## src/rtl/miss_arbiter.sv

```systemverilog
// miss_arbiter: arbitrates I/D cache line misses onto one backing-store read, data priority with starvation guard
module miss_arbiter #(
  parameter int MEM_LATENCY  = 5,
  parameter int STARVE_LIMIT = 4
) (
  input  logic        clk,
  input  logic        reset,
  input  logic        imiss,
  input  logic [31:0] iaddr,
  input  logic        dmiss,
  input  logic [31:0] daddr,
  input  logic        flush,
  output logic        mem_rd_en,
  output logic [28:0] mem_line_addr,
  input  logic [63:0] mem_rd_data,
  output logic [63:0] stream,
  output logic        ifill,
  output logic        dfill,
  output logic        busy,
  output logic        grant_d
);
  typedef enum logic [1:0] {IDLE, WAIT, READ, FILL} state_t;
  state_t      state;
  logic [7:0]  cnt;
  logic [3:0]  starve_cnt;
  logic        guard, flushed, gnt_i, gnt_d;
  always_comb begin
    gnt_d = dmiss && !(imiss && starve_cnt == 4'(STARVE_LIMIT));
    gnt_i = imiss && !gnt_d && (dmiss || !flush);
  end
  assign busy = state != IDLE;
  always_ff @(posedge clk) begin
    if (reset) begin
      state         <= IDLE;
      cnt           <= '0;
      starve_cnt    <= '0;
      guard         <= 1'b0;
      flushed       <= 1'b0;
      mem_rd_en     <= 1'b0;
      mem_line_addr <= '0;
      stream        <= '0;
      ifill         <= 1'b0;
      dfill         <= 1'b0;
      grant_d       <= 1'b0;
    end else begin
      mem_rd_en <= 1'b0;
      ifill     <= 1'b0;
      dfill     <= 1'b0;
      case (state)
        IDLE: begin
          if (guard) guard <= 1'b0;
          else if (gnt_d || gnt_i) begin
            state         <= WAIT;
            grant_d       <= gnt_d;
            mem_line_addr <= gnt_d ? daddr[31:3] : iaddr[31:3];
            cnt           <= 8'(MEM_LATENCY - 1);
            flushed       <= 1'b0;
            starve_cnt    <= (gnt_d && imiss) ? starve_cnt + {3'b0, starve_cnt != 4'd15} : 4'd0;
          end
        end
        WAIT: begin
          // a redirect kills an instruction miss before any memory traffic
          if (flush && !grant_d) state <= IDLE;
          else if (cnt == 8'd0) begin
            state     <= READ;
            mem_rd_en <= 1'b1;
          end else cnt <= cnt - 8'd1;
        end
        READ: begin
          state   <= FILL;
          flushed <= flushed | flush;
        end
        FILL: begin
          stream <= mem_rd_data;
          dfill  <= grant_d;
          ifill  <= !grant_d && !flushed && !flush;
          state  <= IDLE;
          guard  <= 1'b1;
        end
        default: state <= IDLE;
      endcase
    end
  end
endmodule

```

## config.mk

```make
export PLATFORM = sky130hd
export DESIGN_NAME = miss_arbiter
export DESIGN_NICKNAME = d
export VERILOG_FILES = /design/src/rtl/miss_arbiter.sv
export SDC_FILE = /design/constraint.sdc
export NUM_CORES = 1
export LEC_CHECK = 0
export ABC_CLOCK_PERIOD_IN_PS = 3680
export CAP_MARGIN = 20
export CELL_PAD_IN_SITES_DETAIL_PLACEMENT = 0
export CELL_PAD_IN_SITES_GLOBAL_PLACEMENT = 1
export CORE_MARGIN = 1
export CORE_UTILIZATION = 31
export CTS_CLUSTER_DIAMETER = 80
export CTS_CLUSTER_SIZE = 25
export DETAILED_ROUTE_END_ITERATION = 8
export PLACE_DENSITY = 0.82
export SETUP_SLACK_MARGIN = 0.2
export SLEW_MARGIN = 5
export SYNTH_ARGS = -nofsm -noshare
export SYNTH_HDL_FRONTEND = slang
export SYNTH_SLANG_ARGS = --single-unit
```

## constraint.sdc

```tcl
create_clock -name clk -period 3.68 [get_ports clk]
set_input_delay 0.736 -clock clk [delete_from_list [all_inputs] [get_ports clk]]
set_output_delay 0.736 -clock clk [all_outputs]
set_load 0.01 [all_outputs]
```

==> metrics.txt, run 1 <==
Crit Path Max Fanout=10; Setup violations, final=0; CTS HTree Levels=4; Reg power frac=about a third; Fillers=1234; R2R depth=6; Distinct cells, synth=between 40 and 50; Antenna Cells=0; largest net degree at the start of global routing=78; Slew Limit Fails=0; Synth Register Bits=113; ratio of cells with drive above 1 in the final layout=~7.3%; Fmax=~0.37 GHz; Gate power share=between 20% and 30%; via count=between 4000 and 5000; Syn-to-layout area delta=69.0%; crit path capture=busy; critical path type=reg -> out; PostCTS Resize Cnt=0; Synth Flop Type=dfxtp_1; top post-synthesis cells by count=113 x dfxtp_1, 94 x mux2i_1, 69 x nor2_1; PortBufs=approximately 220; crit path launch=state[0]$_SDFFE_PP0P_; first-pass GRT wire length=approximately 19000 um; share of the synthesized area in the top cell type=49.8%; Post-DRT Antenna Nets=0; I/O pin cnt=between 200 and 250; later-pin clock latency in the skew report=around 400 ps; dpl cell area=approximately 0.0070 sq mm; CTS Hold Bufs=0; Initial Utilization=between 30 and 40%; endpoints failing hold=0; die width=between 100 and 150 um; Worst Skew=a little over 5 ps; setup slack, reg-to-reg=1300 ps; hold path depth=2; CTS sink count=113; maximum vdd drop=between 0.3 and 0.4 mV; CTS tree=done; Mapped Cells=between 400 and 500; # Max-Cap Violations=0; area of the multi-input gates=0.00216 sq mm; fin crit share=between 70% and 80%; die height=approximately 120 um; Slew HR=between 30% and 40%; Remaining DRCs=0; CTS Buf Count=17; post-DP HPWL=around 8900 um; ys async rst share=0%; placed cell count=between 800 and 900; Synth area leader=dfxtp_1; Psw=~0.0014 W; drt initial violations=approximately 180; Slew @ Worst Pin=960 ps; Syn. warnings=0; fin crit period=approximately 2700 ps; Post-CTS Setup Bufs=0; Fin Setup TNS=0 ps; Avg Vias per Cell=between 4 and 5; top-count cell post-synth=dfxtp_1; RSZ-0062 raised after global routing=false; Worst R2R End=cnt[2]$_SDFFE_PP0P_; Util after Layout=between 50% and 60%; Synth area leaders=dfxtp_1 50%, mux2i_1 21%, nor2_1 5.7%; Post-Syn Nets=606; CP endpoint kind=primary output; Detailed Routing Iterations Pass 1=4; Post-Route WL=12600 um; synthesized area=0.00454 sq mm; Tot Pwr=approximately 0.005 W; std cell rows=43; routability cong.=around 0.77; number of global-route vias before repair=just over 4000; CP required=2940 ps; switching fraction of total power=~28%; GRT Residual Overflow=0; die area=0.0151 sq mm; core area=0.0141 sq mm; arrival time at the worst endpoint=roughly 1900 ps; Seq/Total Area, Yosys=between 40% and 50%; clk buf depth=2; Leak=between 2 and 3 nW; status=complete, no violations; initial antenna violation count=0; CTS root buf=clkbuf_16; startpoint types=flip-flop; Cell Int Power=~0.0035 W; pwr dens=638 mW/mm^2; WL per Instance=about 14 um; Post-Syn Area per Cell=9.78 sq um; final non-filler cell total=between 800 and 900; Post-synth EDFFs=0; GRT Util Overall=between 10% and 20%; Register Area=0.00226 sq mm; hold crit path type=reg -> reg; part of the power in the clock network=about two fifths; Final #Nets=just over 800; fin area=between 0.007 and 0.008 sq mm; clk slew on worst S/H paths=roughly 50 ps
[state kept, by name, summed over array words and instances (netlist names), named ones only]
name / count
flushed: 1
dfill: 1
starve_cnt: 4
ifill: 1
stream: 64
mem_line_addr: 29
grant_d: 1
state: 1
mem_rd_en: 1
guard: 1
cnt: 8
[logic make-up after synthesis]
family / after synthesis / synth area share [%]
compound gates: 98 / 12.0
mux: 94 / 20.7
fa+ha+maj: 9 / 2.48
buf+inv: 39 / 3.23
flops: 113 / 49.8
simple gates: 111 / 11.8
[worst min-delay path by stage]
| stage | slack [ps] | from | to |
|---|---|---|---|
| finish | 480 | flushed$_SDFFE_PP0P_ | flushed$_SDFFE_PP0P_ |
| global route | 510 | flushed$_SDFFE_PP0P_ | flushed$_SDFFE_PP0P_ |
| CTS | 480 | flushed$_SDFFE_PP0P_ | flushed$_SDFFE_PP0P_ |
| detailed placement | 480 | flushed$_SDFFE_PP0P_ | flushed$_SDFFE_PP0P_ |
| global placement | 460 | cnt[5]$_SDFFE_PP0P_ | cnt[5]$_SDFFE_PP0P_ |
| floorplan | 450 | cnt[5]$_SDFFE_PP0P_ | cnt[5]$_SDFFE_PP0P_ |
[critical path: stages, from the launching register on]
cell and delay [ps]:
dfxtp_1 410, inv_1 140, ha_1 350, inv_1 100, clkdlybuf4s50_1 530
[routing by layer]
layer / GRT usage, % / share of wire (%) / up-vias
met5: 0 / 0 / -
met4: 6.85 / 1.4 / 0
met3: 5.40 / 6.5 / 12
met2: 28.4 / 50 / 131
met1: 18.0 / 42 / 1913
li1: - / - / 2079
[cell usage in the layout, fill, tap and decap left out, types with 2 or more instances in the layout]
master | netlist | final
clkdlybuf4s50_1 | 0 | 223
dfxtp_1 | 113 | 113
mux2i_1 | 94 | 94
nor2_1 | 69 | 69
a21oi_1 | 42 | 42
o21ai_0 | 37 | 37
clkbuf_16 | 0 | 17
nand2_1 | 8 | 8
ha_1 | 9 | 8
inv_1 | 7 | 7
bufinv_16 | 0 | 7
or4_1 | 6 | 6
nand3_1 | 5 | 5
buf_4 | 0 | 5
o31ai_1 | 4 | 4
a211oi_1 | 3 | 3
clkinv_4 | 0 | 3
nor2b_1 | 2 | 2
nand2b_1 | 2 | 2
or2_2 | 2 | 2
or3_2 | 2 | 2
nor3_1 | 2 | 2
nor3b_1 | 2 | 2
and3_1 | 2 | 2
clkbuf_8 | 0 | 2
clkinvlp_4 | 0 | 2
[area by class of cell]
cell class	instances	area share, %
clock buffer	19	5.90
clock inverter	13	3.34
inverter	7	0.342
multi-input combinational	312	28.1
sequential	113	29.5
tap	180	2.93
timing repair buffer	230	29.9
[through the flow]
| step | hold slack [ps] | setup WS (ps) |
|---|---|---|
| 5_1_grt | 507 | 903 |
| 6_report | 482 | 1000 |
| 3_3_place_gp | 461 | 889 |
| 3_5_place_dp | 476 | 849 |
| 2_1_floorplan | 451 | 1660 |
| 4_1_cts | 483 | 987 |
[power by group through the flow]
stage	clock network, W	registers [W]	logic, W
final	0.00194	0.00154	0.00142
after global routing	0.00204	0.00156	0.00155
after CTS	0.00199	0.00154	0.00142
after detailed placement	0	0.00156	0.00142
after global placement	0	0.00155	0.00139
after floorplan	0	0.00161	0.000725
Note: power is estimated with default switching activity, not from simulation.
==> run 2: changes to the inputs <==
Settings changed: ABC_CLOCK_PERIOD_IN_PS 3680 to 2700, CORE_UTILIZATION 31 to 29, PLACE_DENSITY 0.82 to 0.78.
Clock period 3.68 ns to 2.7 ns, I/O delays scaled along.
==> metrics.txt, run 2 (synthesis gave the netlist of run 1 again) <==
Post-DRT Antenna Nets=0; Crit Path Max Fanout=10; Fmax=approximately 0.42 GHz; GRT Util Overall=roughly 16%; worst-path cell chain=inv_1 -> ha_2 -> inv_1 -> clkdlybuf4s50_1; Slew @ Worst Pin=between 700 and 800 ps; first-pass GRT wire length=approximately 20000 um; Fin Setup TNS=0 ps; initial antenna violation count=0; hold crit path type=reg -> reg; PortBufs=about 220; dpl cell area=0.00707 sq mm; CP required=around 2200 ps; PostCTS Resize Cnt=0; startpoint types=flip-flop; drt initial violations=125; final non-filler cell total=912; fin crit share=88.2%; most frequent cells in the layout=223 x clkdlybuf4s50_1, 113 x dfxtp_1, 94 x mux2i_1, 69 x nor2_1, 42 x a21oi_1; Detailed Routing Iterations Pass 1=4; CTS Hold Bufs=0; I/O pin cnt=around 230; # Max-Cap Violations=0; Antenna Cells=0; max reg flops=64; post-DP HPWL=roughly 8900 um; biggest regs=stream (64), mem_line_addr (29), cnt (8); Setup violations, final=0; Slew HR=46.9%; Post-Route WL=about 12000 um; CP most frequent cell=inv_1; Largest Register=stream; Critical-path top delay cell=clkdlybuf4s50_1; die height=roughly 130 um; critical path type=reg -> out; Final #Nets=approximately 830; Worst Skew=between 10 and 15 ps; Post-CTS Setup Bufs=0; CTS Buf Count=17; CTS HTree Levels=4; die area=approximately 0.016 sq mm; Avg Vias per Cell=around 4.6; GRT Residual Overflow=0; fin area=0.00765 sq mm; pwr dens=around 800 mW/mm^2; routability cong.=around 0.7; Initial Utilization=between 20% and 30%; Remaining DRCs=0; ratio of cells with drive above 1 in the final layout=under 10%; clk slew on worst S/H paths=~50 ps; fin crit period=between 2000 and 2500 ps; clk buf depth=2; CTS sink count=around 110; Syn-to-layout area delta=68.5%; RSZ-0062 raised after global routing=false; CTS root buf=clkbuf_16; later-pin clock latency in the skew report=just over 400 ps; maximum vdd drop=approximately 0.42 mV; endpoints failing hold=0; placed cell count=around 880; most common cell after layout, fill and taps aside=clkdlybuf4s50_1; arrival time at the worst endpoint=between 1500 and 2000 ps; CTS tree=done; std cell rows=45; WL per Instance=roughly 14 um; Slew Limit Fails=0; via count=between 4000 and 5000; die width=roughly 130 um; CP endpoint kind=primary output; Leak=between 2 and 3 nW; core area=roughly 0.015 sq mm; number of global-route vias before repair=4219; largest net degree at the start of global routing=78; slowest stage delay, CP=530 ps; status=complete, no violations
==> run 2: layout make-up <==
class | count | area [sq um]
clock inverters | 10 | 85.1
fillers | 1410 | 7610
multi-input cells | 312 | 2160
repair buffers | 238 | 2370
clock buffers | 21 | 480
flip-flops and latches | 113 | 2260
inverters | 7 | 26.3
well taps | 211 | 264
==> run 2: final timing paths <==
path,start,endpoint,slack (ps),cells after the start
worst min register to register,cnt[5]$_SDFFE_PP0P_,cnt[5]$_SDFFE_PP0P_,480,2
worst max-delay path,state[0]$_SDFFE_PP0P_,busy,320,4
worst min-delay path,cnt[5]$_SDFFE_PP0P_,cnt[5]$_SDFFE_PP0P_,480,2
worst max register to register,state[0]$_SDFFE_PP0P_,cnt[4]$_SDFFE_PP0P_,550,6
==> run 2: per-stage QoR <==
step	power, W	worst slack (ps)	hold WS (ps)	utilization (%)
after floorplan	0.00318	691	451	-
after global placement	0.00405	245	467	46.4
after detailed placement	0.00410	228	471	46.4
after CTS	0.00625	204	480	50.1
after global routing	0.00657	206	495	50.1
final	0.00619	319	482	50.1
==> run 2: routing by layer <==
metal / GRT usage [%] / vias to the layer above / wire, um
li1: - / 2092 / -
met4: 7.49 / 2 / 242
met2: 26.3 / 153 / 6010
met5: 0 / - / 8
met1: 17.7 / 1914 / 5250
met3: 5.15 / 22 / 833
==> run 2: report_power, final <==
part,switching (W),internal (W)
Combinational,0.000942,0.00105
Clock,0.000761,0.00135
Sequential,0.000158,0.00194
==> run 2: critical path, delay by kind of cell (launching register included) <==
kind / cells / cell delay, ps
buffers and inverters: 3 / 740
DFF: 1 / 410
adders and majority gates: 1 / 280
==> run 3: changes to the inputs <==
Settings changed: CAP_MARGIN 20 to unset, CELL_PAD_IN_SITES_GLOBAL_PLACEMENT 1 to 2, CORE_UTILIZATION 29 to 22, PLACE_DENSITY 0.78 to 0.75, SLEW_MARGIN 5 to 20.
==> metrics.txt, run 3 (synthesis gave the netlist of run 1 again) <==
WL per Instance=around 14 um; most frequent cells in the layout=223 x clkdlybuf4s50_1, 113 x dfxtp_1, 94 x mux2i_1, 69 x nor2_1, 42 x a21oi_1; Avg Vias per Cell=4.32; arrival time at the worst endpoint=1860 ps; clk slew on worst S/H paths=60 ps; biggest regs=stream (64), mem_line_addr (29), cnt (8); Post-CTS Setup Bufs=0; die height=around 150 um; drt initial violations=116; number of global-route vias before repair=around 4200; ratio of cells with drive above 1 in the final layout=8.42%; Remaining DRCs=0; first-pass GRT wire length=~22000 um; largest net degree at the start of global routing=slightly below 80; Fin Setup TNS=0 ps; std cell rows=52; CTS Buf Count=17; fin crit share=88.9%; most common cell after layout, fill and taps aside=clkdlybuf4s50_1; maximum vdd drop=0.442 mV; Leak=approximately 2.8 nW; CTS sink count=between 100 and 150; Slew Limit Fails=0; CP endpoint kind=primary output; Largest Register=stream; routability cong.=approximately 0.75; GRT Util Overall=about an eighth; Crit Path Max Fanout=10; Fmax=roughly 0.42 GHz; critical path type=reg -> out; endpoints failing hold=0; CTS root buf=clkbuf_16; Initial Utilization=roughly 22%; Detailed Routing Iterations Pass 1=6; startpoint types=flip-flop; die area=roughly 0.021 sq mm; core area=roughly 0.020 sq mm; CP required=~2200 ps; clk buf depth=2; Final #Nets=830; Syn-to-layout area delta=70.3%; status=complete, no violations; max reg flops=64; Slew @ Worst Pin=around 830 ps; CTS HTree Levels=4; fin crit period=2400 ps; RSZ-0062 raised after global routing=true; CTS tree=done; later-pin clock latency in the skew report=around 420 ps; Antenna Cells=0; Post-Route WL=between 10000 and 15000 um; # Max-Cap Violations=0; hold crit path type=reg -> reg; setup slack, reg-to-reg=about 450 ps; die width=approximately 150 um; Slew HR=approximately 44%; Post-DRT Antenna Nets=0; GRT Residual Overflow=0; PortBufs=about 220; I/O pin cnt=~230; Worst Skew=11.0 ps; initial antenna violation count=0; via count=approximately 4200; Setup violations, final=0; post-DP HPWL=slightly below 10000 um; pwr dens=approximately 800 mW/mm^2; Util after Layout=38.2%
-- run 3: cell count changes in the layout (fill, tap and decap cells not counted), sizes merged --
cell / change
inv: +7
buf: -1
clkinvlp: -2
clkbuf: -4
-- run 3: report_power, final --
part / leakage (nW) / total [W] / switching, W / internal (W)
clock network: 0.276 / 0.00218 / 0.000886 / 0.00129
logic: 1.62 / 0.00203 / 0.000964 / 0.00107
registers: 0.920 / 0.00209 / 0.000161 / 0.00193
-- run 3: worst paths after layout --
path / endpoint / start / depth (start not counted)
worst min register to register: flushed$_SDFFE_PP0P_ / flushed$_SDFFE_PP0P_ / 2
worst max-delay path: busy / state[0]$_SDFFE_PP0P_ / 4
worst max register to register: cnt[0]$_SDFFE_PP0P_ / flip-flop / 7
worst min-delay path: flushed$_SDFFE_PP0P_ / flushed$_SDFFE_PP0P_ / 2
-- run 3: metrics by stage --
stage	instances	power, W	setup WS, ps	hold WS [ps]	cell area, sq um
CTS	971	0.00641	274	491	7730
floorplan	464	0.00318	691	451	4540
detailed placement	939	0.00416	273	471	7150
finish	971	0.00631	299	490	7730
global placement	939	0.00412	277	465	7150
global route	971	0.00669	187	502	7730
-- run 3: final cells by class --
type                            count  area, sq um
Clock buffer                       17          425
Clock inverter                     15          150
Fill cell                        2006        12500
Inverter                            7         26.3
Multi-Input combinational cell    312         2160
Sequential cell                   113         2260
Tap cell                          270          338
Timing Repair Buffer              237         2370
-- run 3: what timing repair did --
action,in CTS,in global routing
hold buffers,0,0
gates resized for setup,1,0
endpoints found under the hold margin,0,0
setup endpoints to repair,1,1
-- run 3: worst max-delay path, cell delays in order, from the launching register on --
cell,delay [ps]
dfxtp_1,410
inv_1,150
ha_2,280
inv_1,80
clkdlybuf4s50_1,540
-- run 3: per-layer routing --
layer	wire, um	track usage, %
met4	170	4.68
met2	6990	23.3
met5	0	0
met3	753	4.55
met1	5660	14.4
